[config.mk]
export PLATFORM = sky130hd
export DESIGN_NAME = flash_arbiter
export DESIGN_NICKNAME = d
export VERILOG_FILES = /design/src/rtl/flash_pkg.sv /design/src/rtl/flash_arbiter_rr_select.sv /design/src/rtl/flash_arbiter.sv
export SDC_FILE = /design/constraint.sdc
export NUM_CORES = 1
export LEC_CHECK = 0
export BUFFER_PORTS_ARGS = -buffer_cell sky130_fd_sc_hd__buf_2
export CAP_MARGIN = 25
export CORE_MARGIN = 5
export CORE_UTILIZATION = 46
export DETAILED_ROUTE_END_ITERATION = 12
export PLACE_DENSITY = 0.77
export SETUP_SLACK_MARGIN = 0.2
export SLEW_MARGIN = 40
export SYNTH_ARGS = -nofsm -noshare
export SYNTH_HDL_FRONTEND = slang
export SYNTH_SLANG_ARGS = --single-unit
[constraint.sdc]
create_clock -name in_clk -period 2.1 [get_ports in_clk]
set_clock_uncertainty 0.2 [all_clocks]
set_input_delay 0.21 -clock in_clk [delete_from_list [all_inputs] [get_ports in_clk]]
set_output_delay 0.21 -clock in_clk [all_outputs]
set_load 0.05 [all_outputs]
[src/rtl/flash_pkg.sv]
// Shared types and helpers for the flash engine arbiter.
// Address width is derived from word width times address words.
package flash_pkg;

  typedef enum logic [1:0] {
    Idle,
    Grant,
    Run,
    Release
  } t_arb_state;

  localparam int DEF_WORD_BITS     = 8;
  localparam int DEF_ADDRESS_WORDS = 3;

  function automatic int addr_width(int wb, int aw);
    return wb * aw;
  endfunction

  function automatic int idx_width(int n);
    return (n > 1) ? $clog2(n) : 1;
  endfunction

endpackage

[src/rtl/flash_arbiter_rr_select.sv]
// Combinational round-robin pick: first set request
// at or after the pointer, wrapping to zero.
module rr_select #(
  parameter int N  = 2,
  parameter int IW = 1
) (
  input  logic [N-1:0]  req,
  input  logic [IW-1:0] ptr,
  output logic [N-1:0]  onehot,
  output logic [IW-1:0] idx,
  output logic          any
);

  int            sum;
  logic [IW-1:0] s;

  always_comb begin
    onehot = '0;
    idx    = '0;
    any    = 1'b0;
    sum    = 0;
    s      = '0;
    for (int i = 0; i < N; i++) begin
      sum = int'(ptr) + i;
      if (sum >= N) sum = sum - N;
      s = IW'(sum);
      if (!any && req[s]) begin
        any       = 1'b1;
        onehot[s] = 1'b1;
        idx       = s;
      end
    end
  end

endmodule

[src/rtl/flash_arbiter.sv]
// Round-robin arbiter sharing one flash_serial engine.
// One burst per grant, with an enforced enable-low gap.
module flash_arbiter
  import flash_pkg::*;
#(
  parameter int NUM_REQ        = 2,
  parameter int WORD_BITS      = DEF_WORD_BITS,
  parameter int ADDRESS_WORDS  = DEF_ADDRESS_WORDS,
  parameter int LEN_BITS       = 8,
  parameter int RELEASE_CYCLES = 4,
  parameter int TIMEOUT        = 65535,
  localparam int A  = addr_width(WORD_BITS, ADDRESS_WORDS),
  localparam int IW = idx_width(NUM_REQ),
  localparam int WW = $clog2(TIMEOUT + 1),
  localparam int RW = $clog2(RELEASE_CYCLES + 1)
) (
  input  logic                          in_clk,
  input  logic                          in_rst,
  input  logic [NUM_REQ-1:0]            in_req,
  input  logic [NUM_REQ-1:0]            in_read,
  input  logic [NUM_REQ*A-1:0]          in_addr,
  input  logic [NUM_REQ*LEN_BITS-1:0]   in_len,
  input  logic [NUM_REQ*WORD_BITS-1:0]  in_data,
  output logic [NUM_REQ-1:0]            out_grant,
  output logic [WORD_BITS-1:0]          out_data,
  output logic [NUM_REQ-1:0]            out_word_valid,
  output logic [NUM_REQ-1:0]            out_done,
  output logic [NUM_REQ-1:0]            out_error,
  output logic                          out_flash_enable,
  output logic                          out_flash_read,
  output logic [A-1:0]                  out_flash_addr,
  output logic [WORD_BITS-1:0]          out_flash_data,
  input  logic [WORD_BITS-1:0]          in_flash_data,
  input  logic                          in_flash_word_rdy
);

  t_arb_state state_q, state_d;

  logic [IW-1:0]        ptr_q, ptr_d;
  logic [IW-1:0]        own_q, own_d;
  logic [NUM_REQ-1:0]   grant_q, grant_d;
  logic                 rd_q, rd_d;
  logic [A-1:0]         addr_q, addr_d;
  logic [LEN_BITS-1:0]  len_q, len_d;
  logic [LEN_BITS-1:0]  cnt_q, cnt_d, cnt_inc;
  logic [WW-1:0]        wdog_q, wdog_d;
  logic [RW-1:0]        rel_q, rel_d;
  logic [WORD_BITS-1:0] data_q, data_d;
  logic [NUM_REQ-1:0]   wv_q, wv_d;
  logic [NUM_REQ-1:0]   done_q, done_d;
  logic [NUM_REQ-1:0]   err_q, err_d;
  logic                 rdy_q;
  logic                 word_ev;
  logic                 go_rel;

  logic [NUM_REQ-1:0]   sel_hot;
  logic [IW-1:0]        sel_idx;
  logic                 sel_any;
  logic [IW-1:0]        ptr_nxt;

  rr_select #(
    .N  (NUM_REQ),
    .IW (IW)
  ) u_sel (
    .req    (in_req),
    .ptr    (ptr_q),
    .onehot (sel_hot),
    .idx    (sel_idx),
    .any    (sel_any)
  );

  assign word_ev = in_flash_word_rdy & ~rdy_q;
  assign cnt_inc = cnt_q + 1'b1;
  assign ptr_nxt = (own_q == IW'(NUM_REQ - 1)) ?
                   '0 : own_q + 1'b1;

  // Enable decodes straight from state so reset drops it at once.
  assign out_flash_enable = (state_q == Run);
  assign out_flash_read   = rd_q;
  assign out_flash_addr   = addr_q;
  assign out_flash_data   = (state_q == Run) ?
    in_data[int'(own_q)*WORD_BITS +: WORD_BITS] : '0;

  assign out_grant      = grant_q;
  assign out_data       = data_q;
  assign out_word_valid = wv_q;
  assign out_done       = done_q;
  assign out_error      = err_q;

  always_comb begin
    state_d = state_q;
    ptr_d   = ptr_q;
    own_d   = own_q;
    grant_d = grant_q;
    rd_d    = rd_q;
    addr_d  = addr_q;
    len_d   = len_q;
    cnt_d   = cnt_q;
    wdog_d  = wdog_q;
    rel_d   = rel_q;
    data_d  = data_q;
    wv_d    = '0;
    done_d  = '0;
    err_d   = '0;
    go_rel  = 1'b0;

    unique case (state_q)
      Idle: begin
        if (sel_any) begin
          own_d   = sel_idx;
          grant_d = sel_hot;
          rd_d    = in_read[sel_idx];
          addr_d  = in_addr[int'(sel_idx)*A +: A];
          len_d   = in_len[int'(sel_idx)*LEN_BITS +: LEN_BITS];
          state_d = Grant;
        end
      end
      Grant: begin
        cnt_d  = '0;
        wdog_d = '0;
        if (len_q == '0) begin
          done_d = grant_q;
          go_rel = 1'b1;
        end else begin
          state_d = Run;
        end
      end
      Run: begin
        if (!in_req[own_q]) begin
          go_rel = 1'b1;
        end else if (word_ev) begin
          wv_d   = grant_q;
          wdog_d = '0;
          cnt_d  = cnt_inc;
          if (rd_q) data_d = in_flash_data;
          if (cnt_inc == len_q) begin
            done_d = grant_q;
            go_rel = 1'b1;
          end
        end else if (wdog_q == WW'(TIMEOUT - 1)) begin
          err_d  = grant_q;
          go_rel = 1'b1;
        end else begin
          wdog_d = wdog_q + 1'b1;
        end
      end
      Release: begin
        if (rel_q == RW'(RELEASE_CYCLES - 1)) begin
          state_d = Idle;
        end else begin
          rel_d = rel_q + 1'b1;
        end
      end
      default: state_d = Idle;
    endcase

    if (go_rel) begin
      state_d = Release;
      rel_d   = '0;
      grant_d = '0;
      ptr_d   = ptr_nxt;
    end
  end

  always_ff @(posedge in_clk or negedge in_rst) begin
    if (!in_rst) begin
      state_q <= Idle;
      ptr_q   <= '0;
      own_q   <= '0;
      grant_q <= '0;
      rd_q    <= 1'b1;
      addr_q  <= '0;
      len_q   <= '0;
      cnt_q   <= '0;
      wdog_q  <= '0;
      rel_q   <= '0;
      data_q  <= '0;
      wv_q    <= '0;
      done_q  <= '0;
      err_q   <= '0;
      rdy_q   <= 1'b0;
    end else begin
      state_q <= state_d;
      ptr_q   <= ptr_d;
      own_q   <= own_d;
      grant_q <= grant_d;
      rd_q    <= rd_d;
      addr_q  <= addr_d;
      len_q   <= len_d;
      cnt_q   <= cnt_d;
      wdog_q  <= wdog_d;
      rel_q   <= rel_d;
      data_q  <= data_d;
      wv_q    <= wv_d;
      done_q  <= done_d;
      err_q   <= err_d;
      rdy_q   <= in_flash_word_rdy;
    end
  end

endmodule

==> results by group <==
Run status
  – Status: finished, violations left
  – Violated checks: negative setup slack

Timing
  – Max_slew headroom: 65.5%
  – Worst hold margin: 0.115 ns
  – Final setup vio count: 33
  – RSZ-0062 raised after global routing: true
  – Setup ws final: -0.357 ns
  – Final hold viol count: 0
  – Minimum clock period: 2.46 ns
  – Tcrit/Tclk final: 117%
  – Achievable clock frequency: 407 MHz
  – Max Slew Vio Count: 0
  – Worst-margin pin slew: 0.514 ns

Global routing
  – Grt total ovfl: 0
  – Vias in the first global route: 5,200
  – GRT Total Usage: 29.9%
  – Initial antenna violation count: 0
  – First-pass GRT wire length: 26,700 µm
  – Largest net degree at the start of global routing: 67

Drt
  – Routed len/inst: 24.8 µm
  – Initial DRT Pass Iterations: 6
  – Routed wire length: 20,400 µm
  – DRC violations left: 0
  – Iter 0 DRT Violations: 605
  – Detailed-route via count: 5,142
  – Via/cell ratio: 6.25
  – Antenna viol nets, final: 0

Power and ir drop
  – Clock share of power: 12.1%
  – Int Pwr: 4.69 mW
  – Switching Power: 4.98 mW
  – VDD IR max: 1.02 mV
  – Power per cell area: 1330 mW/mm²
  – Reg power frac: 26.4%
  – Leak: 3.60 nW
  – Logic gate share of total power: 61.5%
  – Switching Share: 51.5%

Clock tree
  – CTS max path bufs: 2
  – Clk slew on worst S/H paths: 0.11 ns
  – Clk_lat worst skew: 0.38 ns
  – CTS tree: yes
  – CTS HTree Levels: 3
  – TritonCTS buffer count: 9
  – Clock root cell: clkbuf_8
  – TritonCTS Sinks: 81

Yosys
  – Syn Nets: 533
  – Dominant cells by area after synthesis: dfrtp_1, mux2i_1, o21ai_0
  – Distinct cells, synth: 54
  – Sequential area share after synthesis: 47.4%
  – Post-Syn Instances: 429
  – Post-synthesis average cell area: 9.98 µm²
  – Ys Warns: 0
  – Asr flop ratio synth: 100%
  – FF+latch count, synth: 81
  – Post-Syn Area: 0.00428 mm²
  – Post-synth top area cell: dfrtp_1
  – Most frequent cells after synthesis: dfrtp_1, nand2_1, o21ai_0
  – EDFF count, synth: 0
  – Ys flop type: dfrtp_1
  – Synth top area share: 46.7%
  – Count leader, synth: dfrtp_1

Setup path
  – Worst path max stage delay: 0.41 ns
  – Top Family by Delay on Critical Path: compound AO/OA/AOI/OAI gates
  – Worst reg2reg setup slack: -0.36 ns
  – Arrival time worst endpoint: 2.53 ns
  – CP max-delay cell: dfrtp_1
  – CP Cell Sequence: inv_1 > buf_4 > ha_1 > inv_1 > nor2_2 > nand3_2 > o211ai_1 > o211a_4 > buf_12 > a211o_1
  – Reg-to-reg endpoint: state_q[1]
  – Crit Path Max Fanout: 5
  – Worst path most repeated cell: inv_1
  – Crit path launch: state_q[1]
  – Required time of the critical path: 2.17 ns
  – Worst reg2reg path depth: 10
  – Reg2reg start: state_q[1]
  – CP Launch Type: flop
  – Critical path buffer and inverter count: 4
  – Kind of critical path: flop to flop
  – Crit. End Element: flop

Floorplan
  – Core ar.: 0.00915 mm²
  – IO Count: 145
  – Die area: 0.0113 mm²
  – DIE WIDTH: 106 µm
  – # rows: 35
  – Starting density of the core: 46.8%
  – Die Ht: 106 µm

Place
  – Routability Congestion: 0.849
  – Post-detail-place hpwl: 8560 µm
  – Port Buf Inserts: 144
  – Cell area after placement: 0.00558 mm²
  – Setup slack at placement: -0.229 ns

Cells and area
  – Ant diodes: 0
  – Nets: 811
  – Share of layout cells above drive strength 1: 45.2%
  – Area Overhead vs Synth: 69.6%
  – Fin area: 0.00727 mm²
  – Post-layout util: 79.4%
  – Fillers: 423

Worst hold path
  – Worst hold path type: primary input to flop
  – Worst hold stages: 4
  – Hold Crit Endpoint: own_q
  – HP Start: in_req[0]

Run
  – Max Cap Viol: 0
[cells in the final DEF (no fill, tap or decap), drive strengths merged, types with 3 or more instances in the layout]
| cell | netlist | routed |
|---|---|---|
| buf | 11 | 216 |
| dfrtp | 80 | 80 |
| dlygate4sd3 | 0 | 74 |
| nand2 | 56 | 57 |
| o21ai | 54 | 54 |
| mux2i | 44 | 44 |
| inv | 15 | 17 |
| xnor2 | 16 | 16 |
| nor2 | 16 | 16 |
| nor2b | 13 | 13 |
| clkbuf | 13 | 10 |
| a21oi | 10 | 10 |
| nor3 | 10 | 10 |
| mux2 | 9 | 9 |
| ha | 9 | 9 |
| nand3 | 8 | 8 |
| and3 | 6 | 6 |
| nand4 | 5 | 5 |
| and2 | 5 | 5 |
| or3 | 4 | 4 |
| o31ai | 4 | 4 |
| and4 | 3 | 3 |
| xor2 | 3 | 3 |
| nor4 | 3 | 3 |
| clkinv | 0 | 3 |
[cell families after synthesis]
kind of cell / after synthesis / synth area share [%]
AND/OR/NAND/NOR: 137 / 16.1
AO/OA/AOI/OAI: 91 / 13.2
flip-flops: 81 / 47.4
multiplexers: 53 / 12.6
buffers and inverters: 39 / 4.18
XOR/XNOR: 19 / 3.89
adder cells (fa/ha/maj): 9 / 2.63
[cell type report]
class                      count  area [µm²]  share of cell area, %
clock buffer                  10         138                   1.89
inverter                      15        56.3                  0.775
clock inverter                 6        50.0                  0.689
multi-input combinational    310        2620                   36.1
timing repair buffer         290        2230                   30.7
sequential                    81        2030                   27.9
tap                          111         139                   1.91
[registers in the layout, summed over array words and instances, names as in the netlist, 2 cells and up]
name            flops
out_flash_addr     24
wdog_q             16
cnt_q               8
len_q               8
out_data            8
rel_q               3
out_done            2
out_error           2
out_grant           2
out_word_valid      2
state_q             2
[routing by layer]
| metal | GRT usage [%] | wire [µm] | up-vias |
|---|---|---|---|
| met5 | 0 | 0 | - |
| met3 | 8.20 | 2120 | 157 |
| met1 | 33.7 | 6860 | 2469 |
| met4 | 16.9 | 1550 | 0 |
| li1 | - | - | 2061 |
| met2 | 51.1 | 9890 | 455 |
[worst max path at each step]
stage	slack (ns)	endpoint	cells past startpoint
global route	-0.40	state_q[1]	10
global placement	-0.15	ptr_q	7
floorplan	-0.0002	ptr_q	9
CTS	-0.12	ptr_q	7
finish	-0.36	state_q[1]	10
detailed placement	-0.23	ptr_q	7
[stage by stage]
stage	total power, mW	instances	setup TNS (ns)
5_1_grt	9.93	823	-5.70
2_1_floorplan	5.39	429	-0.000222
3_3_place_gp	6.55	707	-0.655
3_5_place_dp	6.70	707	-1.27
4_1_cts	8.49	809	-0.351
6_report	9.67	823	-4.58
[power groups by stage]
stage	Clock, mW	Combinational, mW	Sequential [mW]
finish	1.17	5.95	2.55
global route	1.23	6.12	2.59
CTS	1.11	4.98	2.40
detailed placement	0	4.29	2.42
global placement	0	4.14	2.40
floorplan	0	1.87	3.51
[worst register-to-register path, delay by kind of cell (launching register included)]
kind,cells,cell delay (ns)
buf+inv,4,0.55
simple gates,2,0.18
compound gates,3,0.82
flops,1,0.41
fa+ha+maj,1,0.20
[timing repair]
action                                  CTS  global route
pin swaps                                20            12
endpoints found under the setup margin   51            53
buffers inserted                         10            13
resized for setup                        88            47
hold buffers                             74             0
endpoints found under the hold margin    78             0
gates cloned                              2             1
Power figures use the tool's default switching activity.
